[config.mk]
export PLATFORM = sky130hd
export DESIGN_NAME = axil_pmem_bridge_flat
export DESIGN_NICKNAME = d
export VERILOG_FILES = /design/src/rtl/axil_pmem_bridge_if.sv /design/src/rtl/axil_pmem_bridge.sv /design/src/flat_wrapper.sv
export SDC_FILE = /design/constraint.sdc
export NUM_CORES = 1
export LEC_CHECK = 0
export ABC_CLOCK_PERIOD_IN_PS = 14800
export CAP_MARGIN = 20
export CORE_UTILIZATION = 47
export DETAILED_ROUTE_END_ITERATION = 7
export GPL_TIMING_DRIVEN = 0
export HOLD_SLACK_MARGIN = 0.08
export MAX_ROUTING_LAYER = met4
export PLACE_DENSITY = 0.81
export SLEW_MARGIN = 20
export SYNTH_ARGS = -nofsm -noshare
export SYNTH_HDL_FRONTEND = slang
export SYNTH_SLANG_ARGS = --single-unit
[constraint.sdc]
create_clock -name clock -period 14.8 [get_ports clock]
set_clock_uncertainty 0.05 [all_clocks]
set_input_delay 2.96 -clock clock [delete_from_list [all_inputs] [get_ports clock]]
set_output_delay 2.96 -clock clock [all_outputs]
set_load 0.02 [all_outputs]
[src/rtl/axil_pmem_bridge_if.sv]
// +-----------------------------------------------------------------------------+
// | axil_pmem_bridge_if : AXI4-Lite slave bus plus ren/wen physical-memory port |
// | Rev 1.0                                                                     |
// +-----------------------------------------------------------------------------+
`default_nettype none

interface axil_pmem_bridge_if;
    logic        arvalid;
    logic        arready;
    logic [31:0] araddr;
    logic        rvalid;
    logic        rready;
    logic [31:0] rdata;
    logic [1:0]  rresp;
    logic        awvalid;
    logic        awready;
    logic [31:0] awaddr;
    logic        wvalid;
    logic        wready;
    logic [31:0] wdata;
    logic [3:0]  wstrb;
    logic        bvalid;
    logic        bready;
    logic [1:0]  bresp;
    logic        mem_ren;
    logic [31:0] mem_raddr;
    logic [31:0] mem_rdata;
    logic        mem_wen;
    logic [31:0] mem_waddr;
    logic [31:0] mem_wdata;
    logic [3:0]  mem_wmask;

    // Bridge view: AXI slave towards the core, strobe master towards memory.
    modport slave (
        input  arvalid, araddr, rready, awvalid, awaddr, wvalid, wdata, wstrb,
               bready, mem_rdata,
        output arready, rvalid, rdata, rresp, awready, wready, bvalid, bresp,
               mem_ren, mem_raddr, mem_wen, mem_waddr, mem_wdata, mem_wmask
    );

    modport master (
        output arvalid, araddr, rready, awvalid, awaddr, wvalid, wdata, wstrb,
               bready, mem_rdata,
        input  arready, rvalid, rdata, rresp, awready, wready, bvalid, bresp,
               mem_ren, mem_raddr, mem_wen, mem_waddr, mem_wdata, mem_wmask
    );
endinterface

`default_nettype wire

[src/rtl/axil_pmem_bridge.sv]
// +-----------------------------------------------------------------------------+
// | axil_pmem_bridge : serialising AXI4-Lite to single-cycle pmem strobe bridge |
// | with programmable read/write latency. Optional macro: PMEM_ADDR_CHECK_EN    |
// | Rev 1.0                                                                     |
// +-----------------------------------------------------------------------------+
`default_nettype none

module axil_pmem_bridge #(
    parameter int          RD_LAT    = 1,
    parameter int          WR_LAT    = 1,
    parameter logic [31:0] PMEM_BASE = 32'h8000_0000,
    parameter logic [31:0] PMEM_SIZE = 32'h0800_0000
) (
    input  wire logic          clock,
    input  wire logic          reset,
    axil_pmem_bridge_if.slave  bus
);

    typedef enum logic [2:0] {
        IDLE    = 3'd0,
        RD_WAIT = 3'd1,
        RD_RESP = 3'd2,
        WR_WAIT = 3'd3,
        WR_RESP = 3'd4
    } state_t;

    typedef enum logic {
        GRANT_READ  = 1'b0,
        GRANT_WRITE = 1'b1
    } grant_t;

    localparam logic [3:0] RD_LOAD = 4'(RD_LAT - 1);
    localparam logic [3:0] WR_LOAD = 4'(WR_LAT - 1);

    state_t      state;
    grant_t      last_grant;
    logic [3:0]  lat_cnt;
    logic        aw_got;
    logic        w_got;
    logic [31:0] aw_addr;
    logic [31:0] w_data;
    logic [3:0]  w_strb;
    logic        acc_ok;

    logic        rvalid_q;
    logic [31:0] rdata_q;
    logic [1:0]  rresp_q;
    logic        bvalid_q;
    logic [1:0]  bresp_q;
    logic        mem_ren_q;
    logic [31:0] mem_raddr_q;
    logic        mem_wen_q;
    logic [31:0] mem_waddr_q;
    logic [31:0] mem_wdata_q;
    logic [3:0]  mem_wmask_q;

    logic        idle;
    logic        rd_req;
    logic        wr_req;
    logic        rd_win;
    logic        wr_win;
    logic        awready_c;
    logic        wready_c;
    logic [31:0] wr_addr_eff;
    logic [31:0] wr_data_eff;
    logic [3:0]  wr_strb_eff;
    logic        rd_ok;
    logic        wr_ok;

    // Readies are held low while reset is asserted so nothing is accepted.
    assign idle   = (state == IDLE) && !reset;
    assign rd_req = bus.arvalid;
    assign wr_req = (aw_got | bus.awvalid) & (w_got | bus.wvalid);
    assign rd_win = rd_req & (!wr_req | (last_grant == GRANT_WRITE));
    assign wr_win = wr_req & !rd_win;

    assign awready_c = idle & !aw_got & !rd_win;
    assign wready_c  = idle & !w_got & !rd_win;

    assign wr_addr_eff = aw_got ? aw_addr : bus.awaddr;
    assign wr_data_eff = w_got  ? w_data  : bus.wdata;
    assign wr_strb_eff = w_got  ? w_strb  : bus.wstrb;

`ifdef PMEM_ADDR_CHECK_EN
    function automatic logic in_range(input logic [31:0] addr);
        return (addr >= PMEM_BASE) && ((addr - PMEM_BASE) < PMEM_SIZE);
    endfunction

    assign rd_ok = in_range(bus.araddr);
    assign wr_ok = in_range(wr_addr_eff);
`else
    logic [63:0] unused_cfg;

    assign unused_cfg = {PMEM_BASE, PMEM_SIZE};
    assign rd_ok      = 1'b1;
    assign wr_ok      = 1'b1;
`endif

    always_ff @(posedge clock or posedge reset) begin
        if (reset) begin
            state       <= IDLE;
            last_grant  <= GRANT_WRITE;
            lat_cnt     <= 4'd0;
            aw_got      <= 1'b0;
            w_got       <= 1'b0;
            aw_addr     <= 32'd0;
            w_data      <= 32'd0;
            w_strb      <= 4'd0;
            acc_ok      <= 1'b0;
            rvalid_q    <= 1'b0;
            rdata_q     <= 32'd0;
            rresp_q     <= 2'b00;
            bvalid_q    <= 1'b0;
            bresp_q     <= 2'b00;
            mem_ren_q   <= 1'b0;
            mem_raddr_q <= 32'd0;
            mem_wen_q   <= 1'b0;
            mem_waddr_q <= 32'd0;
            mem_wdata_q <= 32'd0;
            mem_wmask_q <= 4'd0;
        end else begin
            mem_ren_q <= 1'b0;
            mem_wen_q <= 1'b0;

            case (state)
                IDLE: begin
                    if (bus.awvalid && awready_c) begin
                        aw_got  <= 1'b1;
                        aw_addr <= bus.awaddr;
                    end
                    if (bus.wvalid && wready_c) begin
                        w_got  <= 1'b1;
                        w_data <= bus.wdata;
                        w_strb <= bus.wstrb;
                    end

                    // A winning write consumes both halves, overriding the captures above.
                    if (rd_win) begin
                        mem_raddr_q <= bus.araddr;
                        acc_ok      <= rd_ok;
                        lat_cnt     <= RD_LOAD;
                        last_grant  <= GRANT_READ;
                        mem_ren_q   <= (RD_LAT == 1) && rd_ok;
                        state       <= RD_WAIT;
                    end else if (wr_win) begin
                        aw_got      <= 1'b0;
                        w_got       <= 1'b0;
                        mem_waddr_q <= wr_addr_eff;
                        mem_wdata_q <= wr_data_eff;
                        mem_wmask_q <= wr_strb_eff;
                        acc_ok      <= wr_ok;
                        lat_cnt     <= WR_LOAD;
                        last_grant  <= GRANT_WRITE;
                        mem_wen_q   <= (WR_LAT == 1) && wr_ok;
                        state       <= WR_WAIT;
                    end
                end

                RD_WAIT: begin
                    if (lat_cnt == 4'd0) begin
                        // mem_rdata is combinational in the mem_ren cycle.
                        rdata_q  <= acc_ok ? bus.mem_rdata : 32'd0;
                        rresp_q  <= acc_ok ? 2'b00 : 2'b11;
                        rvalid_q <= 1'b1;
                        state    <= RD_RESP;
                    end else begin
                        lat_cnt   <= lat_cnt - 4'd1;
                        mem_ren_q <= (lat_cnt == 4'd1) && acc_ok;
                    end
                end

                RD_RESP: begin
                    if (bus.rready) begin
                        rvalid_q <= 1'b0;
                        state    <= IDLE;
                    end
                end

                WR_WAIT: begin
                    if (lat_cnt == 4'd0) begin
                        bresp_q  <= acc_ok ? 2'b00 : 2'b11;
                        bvalid_q <= 1'b1;
                        state    <= WR_RESP;
                    end else begin
                        lat_cnt   <= lat_cnt - 4'd1;
                        mem_wen_q <= (lat_cnt == 4'd1) && acc_ok;
                    end
                end

                WR_RESP: begin
                    if (bus.bready) begin
                        bvalid_q <= 1'b0;
                        state    <= IDLE;
                    end
                end

                default: state <= IDLE;
            endcase
        end
    end

    assign bus.arready   = idle & rd_win;
    assign bus.awready   = awready_c;
    assign bus.wready    = wready_c;
    assign bus.rvalid    = rvalid_q;
    assign bus.rdata     = rdata_q;
    assign bus.rresp     = rresp_q;
    assign bus.bvalid    = bvalid_q;
    assign bus.bresp     = bresp_q;
    assign bus.mem_ren   = mem_ren_q;
    assign bus.mem_raddr = mem_raddr_q;
    assign bus.mem_wen   = mem_wen_q;
    assign bus.mem_waddr = mem_waddr_q;
    assign bus.mem_wdata = mem_wdata_q;
    assign bus.mem_wmask = mem_wmask_q;

endmodule

`default_nettype wire

[src/flat_wrapper.sv]
// flat-port wrapper written by rule: the top's interface ports become plain ports
module axil_pmem_bridge_flat 
#(
    parameter int          RD_LAT    = 1,
    parameter int          WR_LAT    = 1,
    parameter logic [31:0] PMEM_BASE = 32'h8000_0000,
    parameter logic [31:0] PMEM_SIZE = 32'h0800_0000
)
  (clock, reset, bus_arvalid, bus_araddr, bus_rready, bus_awvalid, bus_awaddr, bus_wvalid, bus_wdata, bus_wstrb, bus_bready, bus_mem_rdata, bus_arready, bus_rvalid, bus_rdata, bus_rresp, bus_awready, bus_wready, bus_bvalid, bus_bresp, bus_mem_ren, bus_mem_raddr, bus_mem_wen, bus_mem_waddr, bus_mem_wdata, bus_mem_wmask);
  axil_pmem_bridge_if bus_i ();
  input  wire logic clock;
  input  wire logic reset;
  input wire logic [$bits(bus_i.arvalid)-1:0] bus_arvalid;
  input wire logic [$bits(bus_i.araddr)-1:0] bus_araddr;
  input wire logic [$bits(bus_i.rready)-1:0] bus_rready;
  input wire logic [$bits(bus_i.awvalid)-1:0] bus_awvalid;
  input wire logic [$bits(bus_i.awaddr)-1:0] bus_awaddr;
  input wire logic [$bits(bus_i.wvalid)-1:0] bus_wvalid;
  input wire logic [$bits(bus_i.wdata)-1:0] bus_wdata;
  input wire logic [$bits(bus_i.wstrb)-1:0] bus_wstrb;
  input wire logic [$bits(bus_i.bready)-1:0] bus_bready;
  input wire logic [$bits(bus_i.mem_rdata)-1:0] bus_mem_rdata;
  output wire logic [$bits(bus_i.arready)-1:0] bus_arready;
  output wire logic [$bits(bus_i.rvalid)-1:0] bus_rvalid;
  output wire logic [$bits(bus_i.rdata)-1:0] bus_rdata;
  output wire logic [$bits(bus_i.rresp)-1:0] bus_rresp;
  output wire logic [$bits(bus_i.awready)-1:0] bus_awready;
  output wire logic [$bits(bus_i.wready)-1:0] bus_wready;
  output wire logic [$bits(bus_i.bvalid)-1:0] bus_bvalid;
  output wire logic [$bits(bus_i.bresp)-1:0] bus_bresp;
  output wire logic [$bits(bus_i.mem_ren)-1:0] bus_mem_ren;
  output wire logic [$bits(bus_i.mem_raddr)-1:0] bus_mem_raddr;
  output wire logic [$bits(bus_i.mem_wen)-1:0] bus_mem_wen;
  output wire logic [$bits(bus_i.mem_waddr)-1:0] bus_mem_waddr;
  output wire logic [$bits(bus_i.mem_wdata)-1:0] bus_mem_wdata;
  output wire logic [$bits(bus_i.mem_wmask)-1:0] bus_mem_wmask;
  assign bus_i.arvalid = bus_arvalid;
  assign bus_i.araddr = bus_araddr;
  assign bus_i.rready = bus_rready;
  assign bus_i.awvalid = bus_awvalid;
  assign bus_i.awaddr = bus_awaddr;
  assign bus_i.wvalid = bus_wvalid;
  assign bus_i.wdata = bus_wdata;
  assign bus_i.wstrb = bus_wstrb;
  assign bus_i.bready = bus_bready;
  assign bus_i.mem_rdata = bus_mem_rdata;
  assign bus_arready = bus_i.arready;
  assign bus_rvalid = bus_i.rvalid;
  assign bus_rdata = bus_i.rdata;
  assign bus_rresp = bus_i.rresp;
  assign bus_awready = bus_i.awready;
  assign bus_wready = bus_i.wready;
  assign bus_bvalid = bus_i.bvalid;
  assign bus_bresp = bus_i.bresp;
  assign bus_mem_ren = bus_i.mem_ren;
  assign bus_mem_raddr = bus_i.mem_raddr;
  assign bus_mem_wen = bus_i.mem_wen;
  assign bus_mem_waddr = bus_i.mem_waddr;
  assign bus_mem_wdata = bus_i.mem_wdata;
  assign bus_mem_wmask = bus_i.mem_wmask;
  axil_pmem_bridge #(.RD_LAT(RD_LAT), .WR_LAT(WR_LAT), .PMEM_BASE(PMEM_BASE), .PMEM_SIZE(PMEM_SIZE)) u_core (.clock(clock), .reset(reset), .bus(bus_i));
endmodule
# After elaboration in Yosys (flattened, before gate mapping)
# Index checks and enable logic that the tools add are counted.
[totals]
reg_bits = 219
latchBits = 0
ramBits = 0
mem_bits_ro = 0
inputBits = 139
wordCells = 107
mem_count = 0
[op_classes]
add_sub_neg = 1
multipliers = 0
div_mod_pow = 0
n_lt_le_gt_ge = 0
n_eq_ne = 11
shift = 0
n_mux = 36
n_bitwise = 12
reduce_logical = 27
[op_table]
columns = ["op", "n"]
rows = [
  ["$mux 32", 3],
  ["$mux 3", 6],
  ["$mux 1", 16],
  ["$mux 4", 4],
  ["$pmux 3 s5", 1],
  ["$reduce_and 2->1", 6],
  ["$reduce_and 3->1", 4],
  ["$and 1x1->1", 8],
  ["$pmux 1 s2", 4],
  ["$pmux 4 s2", 1],
  ["$reduce_bool 2->1", 4],
  ["$eq 3x2->1 const B", 2],
  ["$ne 2x2->1 const B", 3],
  ["$logic_not 1->1", 5],
  ["$reduce_and 5->1", 1],
  ["$eq 4x1->1 const B", 1],
  ["$logic_and 1x1->1", 4],
  ["$logic_not 4->1", 1],
  ["$ne 2x1->1 const B", 2],
  ["$sub 4x1->4 const B", 1],
  ["$eq 3x1->1 const B", 1],
  ["$eq 3x3->1 const B", 1],
  ["$logic_not 3->1", 1],
  ["$ne 3x1->1 const B", 1],
  ["other kinds (4)", 6],
]

# Depth between registers and ports, before layout
[depth]
depth_word = 11
depth_mapped = 8
ltp_nobuf = 6

# Least setup slack after synthesis
# No wires, ideal clock.
[synth_timing]
kind = "input -> output"
startpoint = "in bus_awvalid"
endpoint = "out bus_arready"
t_arrival_ns = 4.056
required_ns = 11.790
slack_ns = 7.734
cell_stages = 6
path_cell_list = "o22ai_4 o21ai_2 or2_1 buf_4 buf_6 nor2_1"
[synth_via]
elab_chain_len = 6
[synth_lines]
columns = ["element", "line", "rtl"]
rows = [
  ["start: declaration", "flat_wrapper.sv:16", "input wire logic [$bits(bus_i.awvalid)-1:0] bus_awvalid;"],
  ["$or 1x1->1", "axil_pmem_bridge.sv:73", "assign wr_req = (aw_got | bus.awvalid) & (w_got | bus.wvalid);"],
  ["$and 1x1->1", "axil_pmem_bridge.sv:73", ""],
  ["$logic_not 1->1", "axil_pmem_bridge.sv:74", "assign rd_win = rd_req & (!wr_req | (last_grant == GRANT_WRITE));"],
  ["$or 1x1->1", "axil_pmem_bridge.sv:74", ""],
  ["$and 1x1->1", "axil_pmem_bridge.sv:74", ""],
  ["$and 1x1->1", "axil_pmem_bridge.sv:202", "assign bus.arready = idle & rd_win;"],
  ["end: declaration", "flat_wrapper.sv:23", "output wire logic [$bits(bus_i.arready)-1:0] bus_arready;"],
]
# Every way passes these cells.

# Final worst setup path
[layout_timing]
startpoint = "in bus_wvalid"
endpoint = "out bus_arready"
[layout_via]
elab_chain_len = 6
[layout_lines]
columns = ["element", "line", "rtl"]
rows = [
  ["start: declaration", "flat_wrapper.sv:18", "input wire logic [$bits(bus_i.wvalid)-1:0] bus_wvalid;"],
  ["$or 1x1->1", "axil_pmem_bridge.sv:73", ""],
  ["$and 1x1->1", "axil_pmem_bridge.sv:73", ""],
  ["$logic_not 1->1", "axil_pmem_bridge.sv:74", ""],
  ["$or 1x1->1", "axil_pmem_bridge.sv:74", ""],
  ["$and 1x1->1", "axil_pmem_bridge.sv:74", ""],
  ["$and 1x1->1", "axil_pmem_bridge.sv:202", ""],
]
# Every way passes these cells.

==> out/metrics.csv <==
stage,metric,value,unit
synth,asr flop ratio synth,100,%
clock_tree,Root Driver,clkbuf_16,
die,Die H,141,µm
worst_setup_path,CP Capture Type,output pin,
clock_tree,Num CTS Buffers,23,
timing,Worst-Margin Slew,813,ps
clock_tree,clk_lat worst skew,490,ps
synth,Synth Flop Type,dfrtp_1,
route,DR vias,6751,
place,post-DP HPWL,16.5,mm
clock_tree,post-cts sizing count,0,
timing,Fin. Hold Viols,0,
worst_setup_path,kind of critical path,in -> out,
die,Initial Utilization,48.4,%
final_layout,layout net count,1189,
synth,synthesized cell area,9140,µm²
grt,initial antenna violation count,1,
timing,setup_tns,0,ps
power,pwr/cell area,227,nW/µm²
worst_hold_path,Hold Crit Class,reg -> reg,
final_layout,"commonest non-fill, non-tap cell in the layout",clkdlybuf4s50_1,
place,Placer Congestion,0.828,
final_layout,final core occ,69.3,%
final_layout,fillcell total,1394,
final_layout,share of layout cells above drive strength 1,16.0,%
place,Buffers on Ports,281,
route,Antenna Nets Post-Route,0,
clock_tree,setup bufs post-CTS,0,
route,vias per cell,5.10,
clock_tree,CTS Sinks,217,
synth,Syn Inst Count,740,
route,residual DRC count,0,
route,DRT iter0 DRCs,376,
synth,Syn. warnings,0,
worst_setup_path,Startpoint Class,primary input,
timing,final worst-path cycle share,55.9,%
grt,largest net degree at the start of global routing,106,
timing,max-slew violation count,0,
synth,Post-synth EDFFs,0,
grt,vias in the first global route,7096,
timing,setup repair after global routing missed its margin,no,
die,Die X,141,µm
die,die area,20000,µm²
grt,global route total overflow,0,
run,max-cap violations,0,
grt,GRT Util Overall,24.1,%
timing,Max-slew headroom,45.8,%
clock_tree,hold bufs inserted after CTS,0,
route,first-pass iteration count of the detailed router,5,
clock_tree,Clock Tree Buf Depth,3,
final_layout,final instance area,13100,µm²
clock_tree,"CTS clk-pin slew, worst paths",60,ps
grt,global-route wire length before repair,37.0,mm
worst_setup_path,CP required,11790,ps
synth,synth unique cells,40,
clock_tree,CTS tree,yes,
power,VDD IR max,0.000122,V
worst_setup_path,crit path DAT,5260,ps
die,IO Count,282,
die,Core Area,18900,µm²
timing,Hold Slack,428,ps
power,Pleak,5.81,nW
place,dpl cell area,12300,µm²
route,drt total wl,23.3,mm
timing,final setup fails,0,
clock_tree,htree depth,1,
worst_setup_path,crit path max fanout,10,
timing,min cycle time layout,8270,ps
route,Avg WL per Cell,17.6,µm
power,PnR Total Power,2.98,mW
synth,sequential element share of the synthesized area,59.4,%
synth,Synth Area per Inst,12.4,µm²
synth,#FFs+latches synth,217,
final_layout,synthesis-to-layout area growth,43.2,%
timing,f_max,121,MHz
synth,"Net Count, Synth",881,
outcome,status,finished clean,
die,cell row count,50,
final_layout,most frequent cells in the layout,"281 x clkdlybuf4s50_1, 216 x dfrtp_1, 78 x nor2_1",
cell usage after synthesis, types with 2 or more instances:
library cell,instances,share of area (%)
dfrtp_1,216,59
nor2_1,78,3.2
nand2_1,74,3.0
a21oi_1,70,3.8
mux2i_1,69,7.6
mux2_2,60,7.4
o21ai_0,39,2.1
mux2_4,30,4.9
buf_2,18,0.99
clkbuf_1,16,0.66
mux2_1,11,1.4
buf_4,8,0.66
buf_6,6,0.74
nand3_1,5,0.27
a31oi_1,4,0.27
inv_1,4,0.16
nor3_1,3,0.16
o21bai_1,3,0.25
a32o_1,2,0.22
ha_1,2,0.27
nand4b_4,2,0.52
nor2b_1,2,0.14
kinds of logic (layout without fill, tap and decap cells):
kind of cell    Yosys count  in the layout  share of synthesized area [%]
flops                   217            217                           59.4
compound gates          127            127                           7.72
buf+inv                  53            377                           3.24
simple gates            171            171                           8.13
fa+ha+maj                 2              2                          0.274
other cells               0              1                              0
mux                     170            170                           21.2
registers in the layout (all words and copies together), names as in the netlist, 3 cells and up:
signal                flops
u_core.bus.mem_waddr     32
u_core.state              3
u_core.aw_addr           32
u_core.bus.mem_wdata     32
u_core.w_strb             4
u_core.bus.mem_wmask      4
u_core.w_data            32
u_core.lat_cnt            4
u_core.bus.rdata         32
u_core.bus.mem_raddr     32
final timing paths:
kind,start,endpoint,slack [ps],cells past startpoint
setup / recovery,bus_wvalid,bus_arready,6530,8
hold / removal,u_core.bus.rdata[21],u_core.bus.rdata[21],430,2
setup reg to reg,u_core.state[0],u_core.bus.mem_wdata[16],12520,5
hold reg to reg,u_core.bus.rdata[21],u_core.bus.rdata[21],430,2
max in group asynchronous,reset,u_core.bus.mem_raddr[25],10990,3
min in group asynchronous,reset,u_core.w_got,2980,2
routing by layer:
metal	global-route usage [%]	share of wire (%)
met1	28.5	40
met2	39.9	48
met3	7.09	9.0
met4	7.41	2.5
met5	-	0
cell type report:
class,instances,area [µm²],share of cell area [%]
Sequential cell,217,5430,41.5
Antenna cell,1,2.50,0.0191
Multi-Input combinational cell,470,3410,26.1
Clock buffer,35,681,5.20
Inverter,4,22.5,0.172
Buffer,49,282,2.15
Tap cell,260,325,2.49
Clock inverter,6,62.6,0.478
Timing Repair Buffer,283,2870,21.9
stage by stage:
stage,instances,worst slack (ps)
after floorplan,740,5860
after global placement,1281,2640
after detailed placement,1283,6520
after CTS,1324,6520
after global routing,1325,6420
final,1325,6530
power breakdown:
part | total [mW] | switching (mW) | internal, mW
clock | 0.564 | 0.230 | 0.334
combinational | 1.36 | 0.677 | 0.683
sequential | 1.05 | 0.162 | 0.890
critical path: stages:
cell and delay, ps:
clkdlybuf4s50_1 620, o22ai_4 120, o21ai_2 380, or2_1 160, buf_4 180, buf_6 170
nor2_1 50, clkdlybuf4s50_1 620
No activity file was read; power rests on OpenSTA's default activity.
==> patch 1 (same settings) <==
Add a define of `PMEM_ADDR_CHECK_EN`.
--- a/src/rtl/axil_pmem_bridge.sv
+++ b/src/rtl/axil_pmem_bridge.sv
@@ -4,6 +4,8 @@
 // | Rev 1.0                                                                     |
 // +-----------------------------------------------------------------------------+
 `default_nettype none
+
+`define PMEM_ADDR_CHECK_EN
 
 module axil_pmem_bridge #(
     parameter int          RD_LAT    = 1,
Behaviour: not the same (Yosys sat finds a counterexample within 4 cycles, from zero or initial values and one cycle with reset high).
==> patch 1 against the original RTL <==
Cell area down 0.12%. Power decreased by 5.2%. Sequential cell count unchanged. Setup slack got worse by 0.10 ns. Wire length rose by 0.51%. Critical endpoint unchanged. Synthesized area is essentially flat. Maximum frequency fell by 1.2%.
==> patch 1: results (changes against the original RTL) <==
metric,value,unit,change
DRT Pass-1 Iters,4,,-1
Synth Instances,747,,+0.95%
Reg-to-Reg End,u_core.bus.rdata[8],,
nets,1196,,+0.59%
worst vdd ir,0.1298,mV,+6.8%
fillers,1438,,+3.2%
first-pass GRT wire length,37490,um,+1.5%
Worst Hold Path EP,u_core.bus.rdata[1],,
worst reg-to-reg setup slack,12.31,ns,-0.21 ns
Post-Place Setup Slack,6.441,ns,-0.08169 ns
worst setup path start,bus_awvalid,,
outcome,"finished, final reports clean",,
Reg-to-Reg Start,u_core.lat_cnt[0],,
synth top area cells,"dfrtp_1 59%, mux2_2 8.6%, mux2i_1 7.4%",,
hpwl dp,16740,um,+1.2%
Fmax,119.5,MHz,-1.2%
Initial DRC Count,244,,-35%
largest net degree at the start of global routing,100,,-5.7%
Placed Instances,1290,,+0.55%
via/cell ratio,5.107,,+0.24%
vias in the first global route,7059,,-0.52%
FF-to-FF path depth,8,,+3
WL met1,9574,um,+2.8%
met2 routed WL,11080,um,-1.7%
Tot GR Track Use,0.2456,,+0.004195
patch 1: cell type report:
type	instances	share of cell area
Multi-Input combinational cell	475	0.2614
Buffer	48	0.02029
Clock inverter	5	0.003828
Inverter	7	0.002584
Clock buffer	34	0.05178
Tap cell	260	0.02489
Antenna cell	2	0.0003828
Sequential cell	217	0.4155
Timing Repair Buffer	283	0.2194
patch 1: power breakdown:
part	switching, W	internal, W	total, W
clock network	0.000224	0.000331	0.000555
logic	0.000621	0.000622	0.00124
registers	0.000157	0.000868	0.00102
patch 1: cell families after synthesis:
group,count (synthesis),share of synthesized area
mux,168,0.2100
simple gates,176,0.08447
buf+inv,55,0.03190
fa+ha+maj,2,0.002737
compound gates,126,0.07379
flops,217,0.5943
xor+xnor,3,0.002875
patch 1: per-stage QoR:
step                      power, W  cell area, um^2
after detailed placement  0.002281            12340
after CTS                 0.002851            13070
final                     0.002823            13070
after floorplan           0.001728             9140
after global routing      0.002996            13070
after global placement    0.002242            12280
==> patch 2 (same flow settings) <==
Without the edit above. Reset style: synchronous (`reset`), changed in one clocked block.
--- a/src/rtl/axil_pmem_bridge.sv
+++ b/src/rtl/axil_pmem_bridge.sv
@@ -96,7 +96,7 @@
     assign wr_ok      = 1'b1;
 `endif
 
-    always_ff @(posedge clock or posedge reset) begin
+    always_ff @(posedge clock) begin
         if (reset) begin
             state       <= IDLE;
             last_grant  <= GRANT_WRITE;
Behaviour: differs if reset is asserted again (counterexample within 4 cycles, from zero or initial values and one cycle with reset high); with reset held inactive, the same outputs for 4 cycles.
==> patch 2 against the original RTL <==
The flow now finishes with violations (DRC). Cell area decreased by 3.6%. Sequential cell count unchanged. Setup slack improved by 0.072 ns. Synthesized area decreased by 3.3%. Non-clock buffer count increased by 36. Critical path depth decreased by 2. Wire length increased by 6.0%. Critical path type unchanged. Critical endpoint unchanged.
Power is not compared: it rests on default switching activity, and its combinational part moved more than twofold at a synthesized area within 25%.
==> patch 2: results (changes against the original RTL) <==
metric,value,unit,change
share of cells above drive strength 1,0.06135,,-0.09842
non-clk buf share,0.2605,,+0.01985
most common cell in the synthesized netlist,nand2_1,,
FF-to-FF path depth,9,,+4
failing checks,DRC,,
#MultiIn Comb,677,,+44%
outcome,finished with violations,,
sequential share of cell area,0.3442,,-0.07073
initial antenna violation count,0,,-1
DRT Pass-1 Iters,8,,+3
Non-clock inverters,4,,unchanged
fillers,1466,,+5.2%
Reg-to-Reg Start,u_core.lat_cnt[0],,
# clk buffers,36,,+2.9%
HP Start,u_core.bus.rdata[5],,
final wirelength,24660,um,+6.0%
worst setup path start,bus_awvalid,,
synth top area cells,"dfxtp_1 49%, mux2i_1 16%, nand2_1 10%",,
Initial DRC Count,394,,+4.8%
Worst-Skew Late Latency,0.51,ns,+0.02 ns
share of flip-flops with an asynchronous set or reset,0,,-1.000
multi-input combinational area share,0.3167,,+0.05580
largest net degree at the start of global routing,13,,-88%
Fmax,122.0,MHz,+0.87%
gp weighted congestion,0.8125,,-1.9%
vias in the first global route,7780,,+9.6%
post-synth top area cell,dfxtp_1,,
arrival time at the worst endpoint,5.19,ns,-0.07 ns
Synth Instances,986,,+33%
Static Leak,4.509,nW,
drt drc,26,,+26
post-synthesis net count,1127,,+28%
# port buffers,280,,-0.36%
share of the yosys chip area belonging to registers,0.4914,,-0.1027
first-pass GRT wire length,39430,um,+6.7%
Buffers excl. clock,368,,+11%
Worst Hold Path EP,u_core.bus.rdata[5],,
via/cell ratio,5.190,,+1.9%
Post-Place Setup Slack,6.590,ns,+0.06657 ns
nets,1432,,+20%
vias post-DR,7956,,+18%
Worst Max-Slew Pin Slew,0.7912,ns,-0.02215 ns
## patch 2: cell types whose count changed after synthesis, moves of 6 or more
cell / delta
mux2_4: -30
mux2i_1: +68
nand2_1: +163
a211oi_1: +71
mux2_1: -11
nand3_1: +31
dfrtp_1: -216
buf_2: +6
clkbuf_1: +27
mux2_2: -60
dfxtp_1: +217
o21ai_0: -37
## patch 2: power breakdown
| part | internal [W] | total [W] | switching [W] |
|---|---|---|---|
| clock | 0.000311 | 0.000530 | 0.000220 |
| sequential | 0.000639 | 0.000668 | 0.0000298 |
| combinational | 0.000178 | 0.000381 | 0.000203 |
| total | 0.00113 | 0.00158 | 0.000453 |
## patch 2: kinds of logic after synthesis
| logic type | after synthesis | share of synthesized area |
|---|---|---|
| compound gates | 159 | 0.1152 |
| xor+xnor | 1 | 0.0009910 |
| fa+ha+maj | 2 | 0.002830 |
| mux | 137 | 0.1551 |
| flops | 217 | 0.4914 |
| buf+inv | 92 | 0.05648 |
| simple gates | 378 | 0.1779 |
## patch 2: stage by stage
stage | area [um^2] | power, W | hold WS (ns) | utilization
after floorplan | 8840 | 0.0008962 | 0.3844 | -
after global placement | 11930 | 0.001055 | 0.3883 | 0.6551
after detailed placement | 11930 | 0.001062 | 0.3925 | 0.6551
after CTS | 12620 | 0.001593 | 0.4006 | 0.6931
after global routing | 12620 | 0.001652 | 0.4171 | 0.6931
final | 12620 | 0.001580 | 0.3990 | 0.6931
## patch 2: metal layers
layer  global-route usage  routed length [um]
met5                    -                   0
met4              0.08421                 755
met3              0.06975                1914
met2               0.4386               11660
met1               0.2964               10330
## patch 2: worst max-delay path: stages
cell	delay (ns)
clkdlybuf4s50_1	0.53
o22ai_1	0.14
o211ai_1	0.58
buf_2	0.34
nor2_1	0.06
clkdlybuf4s50_1	0.57
